$ cat config.mk
export PLATFORM = sky130hd
export DESIGN_NAME = multi_digit_comparator_display
export DESIGN_NICKNAME = d
export VERILOG_FILES = /design/src/rtl/multi_digit_comparator_display.sv
export SDC_FILE = /design/constraint.sdc
export NUM_CORES = 1
export LEC_CHECK = 0
export BUFFER_PORTS_ARGS = -buffer_cell sky130_fd_sc_hd__buf_2
export CAP_MARGIN = 10
export CORE_UTILIZATION = 55
export CTS_CLUSTER_DIAMETER = 60
export DETAILED_ROUTE_END_ITERATION = 12
export PLACE_DENSITY = 0.78
export SKIP_CTS_REPAIR_TIMING = 1
export SKIP_LAST_GASP = 1
export SLEW_MARGIN = 15
export SYNTH_ARGS = -nofsm -noshare
export SYNTH_HDL_FRONTEND = slang
export SYNTH_SLANG_ARGS = --single-unit
$ cat constraint.sdc
create_clock -name clk -period 3.43 [get_ports clk]
set_input_delay 0.686 -clock clk [delete_from_list [all_inputs] [get_ports clk]]
set_output_delay 0.686 -clock clk [all_outputs]
set_load 0.02 [all_outputs]
$ cat src/rtl/multi_digit_comparator_display.sv
// Registered two-operand unsigned comparator with a multiplexed hex seven-segment display.
// Define LEADING_ZERO_BLANK_EN at compile time to blank leading zero digits.
module multi_digit_comparator_display #(
  parameter int WIDTH       = 8,
  parameter int REFRESH_DIV = 100000
) (
  input  logic             clk,
  input  logic             rst_n,
  input  logic             hold,
  input  logic [WIDTH-1:0] a,
  input  logic [WIDTH-1:0] b,
  output logic             x,
  output logic             eq,
  output logic [WIDTH-1:0] bigger,
  output logic [7:0]       D,
  output logic [3:0]       ssd_active
);

  localparam int NDIG = WIDTH / 4;
  localparam int PW   = (REFRESH_DIV > 1) ? $clog2(REFRESH_DIV) : 1;
  localparam logic [PW-1:0] PRESC_LAST = PW'(REFRESH_DIV - 1);
  localparam logic [1:0]    IDX_LAST   = 2'(NDIG - 1);

  logic [WIDTH-1:0] cap_a_q, cap_a_d;
  logic [WIDTH-1:0] cap_b_q, cap_b_d;
  logic             x_q, x_d;
  logic             eq_q, eq_d;
  logic [WIDTH-1:0] bigger_q, bigger_d;
  logic [PW-1:0]    presc_q, presc_d;
  logic [1:0]       idx_q, idx_d;
  logic [7:0]       seg_q, seg_d;
  logic [3:0]       ssd_q, ssd_d;

  logic             tick;
  logic [15:0]      big16;
  logic [3:0]       nibble;
  logic [7:0]       glyph;
  logic             blank;

  always_comb begin
    cap_a_d  = hold ? cap_a_q : a;
    cap_b_d  = hold ? cap_b_q : b;
    x_d      = cap_a_q > cap_b_q;
    eq_d     = cap_a_q == cap_b_q;
    bigger_d = x_d ? cap_a_q : cap_b_q;
  end

  // Free-running refresh scan, independent of hold and the operand pipeline.
  always_comb begin
    tick    = (presc_q == PRESC_LAST);
    presc_d = tick ? '0 : presc_q + 1'b1;
    idx_d   = idx_q;
    if (tick) begin
      idx_d = (idx_q == IDX_LAST) ? 2'd0 : idx_q + 2'd1;
    end
  end

`ifdef LEADING_ZERO_BLANK_EN
  logic [15:0] upper;
  always_comb begin
    upper = big16 >> {idx_q, 2'b00};
    blank = (idx_q != 2'd0) && (upper == 16'h0000);
  end
`else
  always_comb begin
    blank = 1'b0;
  end
`endif

  always_comb begin
    big16  = 16'(bigger_q);
    nibble = big16[{idx_q, 2'b00} +: 4];
    case (nibble)
      4'h0: glyph = 8'h03;
      4'h1: glyph = 8'h9F;
      4'h2: glyph = 8'h25;
      4'h3: glyph = 8'h0D;
      4'h4: glyph = 8'h99;
      4'h5: glyph = 8'h49;
      4'h6: glyph = 8'h41;
      4'h7: glyph = 8'h1B;
      4'h8: glyph = 8'h01;
      4'h9: glyph = 8'h09;
      4'hA: glyph = 8'h11;
      4'hB: glyph = 8'hC1;
      4'hC: glyph = 8'h63;
      4'hD: glyph = 8'h85;
      4'hE: glyph = 8'h61;
      default: glyph = 8'h71;
    endcase
    seg_d = glyph;
    ssd_d = 4'hF & ~(4'b0001 << idx_q);
    if (blank) begin
      seg_d = 8'hFF;
      ssd_d = 4'hF;
    end
  end

  always_ff @(posedge clk) begin
    if (!rst_n) begin
      cap_a_q  <= '0;
      cap_b_q  <= '0;
      x_q      <= 1'b0;
      eq_q     <= 1'b0;
      bigger_q <= '0;
      presc_q  <= '0;
      idx_q    <= 2'd0;
      seg_q    <= 8'hFF;
      ssd_q    <= 4'hF;
    end else begin
      cap_a_q  <= cap_a_d;
      cap_b_q  <= cap_b_d;
      x_q      <= x_d;
      eq_q     <= eq_d;
      bigger_q <= bigger_d;
      presc_q  <= presc_d;
      idx_q    <= idx_d;
      seg_q    <= seg_d;
      ssd_q    <= ssd_d;
    end
  end

  assign x          = x_q;
  assign eq         = eq_q;
  assign bigger     = bigger_q;
  assign D          = seg_q;
  assign ssd_active = ssd_q;

endmodule

==> results.toml <==
[cells_and_area]
layout-drive-gt1-share_pct = 18.9
final_common_cell = "dfxtp_1"
final_nets = 328
mostFrequentLayoutCells = "dfxtp_1 (56), nor2_1 (43), buf_2 (39), mux2i_1 (21)"
area_growth_pct = 11.2
stdcell_count = 348
num_antenna_cells = 0

[sta]
fin_crit_ns = 2.23
setup_slack_ns = 1.20
setup_tns_ns = 0
slew_viol_final = 0
finalHoldViolCount = 0
setup_viol = 0
fmax_ghz = 0.449
tightest_slew_ns = 0.831
fin_skew_ns = 0.00741
relSlewSlack_pct = 44.6
rsz0062_at_grt = "no"
fin_crit_sh_pct = 65.0

[setup_path]
crit_cells = 7
r2r_cells = 7
crit_buf_inv = 1
crit_type = "register to register"
path_cells = "inv_1 > ha_1 > nor2b_1 > o211ai_1 > a211oi_2 > o211a_1 > a221o_1"
cp_slowest_cell = "a211oi_2"
slowest_delay_ns = 0.54
crit_fanout = 9
cp_data_required_time_ns = 3.68
cpLargestDelayFamily = "compound AO/OA/AOI/OAI gates"
worst_setup_path_end_kind = "register"
critPathLaunchType = "register"
worstPathArrival_ns = 2.48

[drt]
vias = 1886
first_iter_violations = 114
drc_errors = 0
viasPerCell = 5.42
routed_wl_um = 4440
drt-pass1-iter-count = 4
antenna_left = 0
wl_per_cell_um = 12.7

[synth]
async_reset_ff_share_pct = 0
synth_area_leader_cell = "dfxtp_1"
synth_warnings = 0
ys_types = 45
synth_seq_cells = 56
synth_edf_count = 0
syn_area_um2 = 2490
synthTopCellsByArea = "dfxtp_1 (45%), mux2i_1 (8.4%), ha_1 (7.0%)"
yosysSeqAreaShare_pct = 45.0
synth_top_area_share_pct = 45.0
synthCells = 263
syn-num-nets = 296
synth.avg_cell_area_um2 = 9.48
synth-main-ff-cell = "dfxtp_1"

[floorplan]
die_width_um = 69.3
core-area_um2 = 4350
die_area_um2 = 4810
boundaryPins = 41
rows = 24
initial_core_util_pct = 57.3
die_h_um = 69.3

[power]
p_int_w = 0.000902
clkPwrFrac_pct = 28.0
seq_power_share_pct = 56.7
p_switching_w = 0.000344
power.density_nw_per_um2 = 449
p_leak_nw = 1.20
swShare_pct = 27.6
power.total_w = 0.00125
ir_drop_v = 0.000295
share_comb_of_total_power_pct = 15.4

[place]
dp_worst_setup_slack_ns = 0.986
place.gp.congestion = 0.812
placed_cells = 340
port_buffers = 39
dp_hpwl_um = 3290

[hold_path]
min_path_type = "register to register"
worstHoldPathCells = 1

[clock_network]
htree_levels = 2
cts-root-buf = "clkbuf_8"
clk_latency_ns = 0.31
cts_buffer_depth = 2
clock-sinks = 56
cts_tree = "yes"
cts_buffers = 5
clk_pin_slew_worst_paths_ns = 0.10

[run]
maxCapViolations = 0

[global_routing]
grt_pass1_wl_um = 7540
antenna_found_initial = 0
grt_max_degree = 30
gr-total-overflow = 0
grt_pass1_vias = 1746
grt.total_usage_pct = 19.3

[run_status]
status = "finished, final reports clean"
final cells by class:
class | instances | area, um2
fill | 360 | 1580
timing repair buffer | 39 | 195
inverter | 14 | 52.6
tap | 52 | 65.1
clock inverter | 3 | 18.8
clock buffer | 5 | 68.8
multi-input combinational | 179 | 1250
sequential | 56 | 1120
registers in the layout, summed over array words and instances, names as in the netlist:
name and cells:
presc_q 17, bigger 8, cap_a_q 8, cap_b_q 8
D 7, ssd_active 4, idx_q 2, eq 1
x 1
path summary, 6_finish.rpt:
kind / from / end / slack [ns]
worst min-delay path: presc_q[0] / presc_q[0] / 0.50
worst max register to register: cap_b_q[1] / bigger[5] / 1.20
worst min register to register: presc_q[0] / presc_q[0] / 0.50
worst max-delay path: cap_b_q[1] / bigger[5] / 1.20
synthesized netlist by cell type, types with 3 or more instances:
cell type	n
a21oi_1	6
a221o_1	8
buf_2	3
clkbuf_1	9
dfxtp_1	56
ha_1	14
inv_1	14
mux2i_1	21
nand2_1	13
nand3_1	10
nor2_1	43
nor3_1	5
nor4_1	7
xnor2_1	6
xor2_1	10
cell families after synthesis:
family          count (synthesis)  share of synthesized area, %
buf+inv                        28                          4.82
simple gates                  101                          20.2
fa+ha+maj                      14                          7.02
xor+xnor                       16                          5.62
flops                          56                          45.0
other cells                     1                         0.150
mux                            22                          9.33
compound gates                 25                          7.93
through the flow:
step	utilization, %	hold WS [ns]	instance area (um2)
final	63.7	0.500	2770
after global routing	63.7	0.541	2770
after CTS	63.7	0.504	2770
after detailed placement	61.7	0.480	2690
after global placement	61.7	0.457	2690
after floorplan	-	0.438	2490
per-layer routing:
layer  track usage (%)  share of wire, %  vias to the layer above
li1                  -                 -                      973
met4              8.39               1.8                        0
met3              5.09               5.3                       11
met1              21.9                43                      845
met5                 0                 0                        -
met2              33.8                50                       57
power by group through the flow:
stage / Clock (W) / Sequential [W] / Combinational (W)
4_1_cts: 0.000363 / 0.000707 / 0.000192
3_5_place_dp: 0 / 0.000722 / 0.000192
6_report: 0.000349 / 0.000706 / 0.000191
2_1_floorplan: 0 / 0.000743 / 0.000116
3_3_place_gp: 0 / 0.000721 / 0.000186
5_1_grt: 0.000384 / 0.000711 / 0.000211
Power figures use the tool's default switching activity.
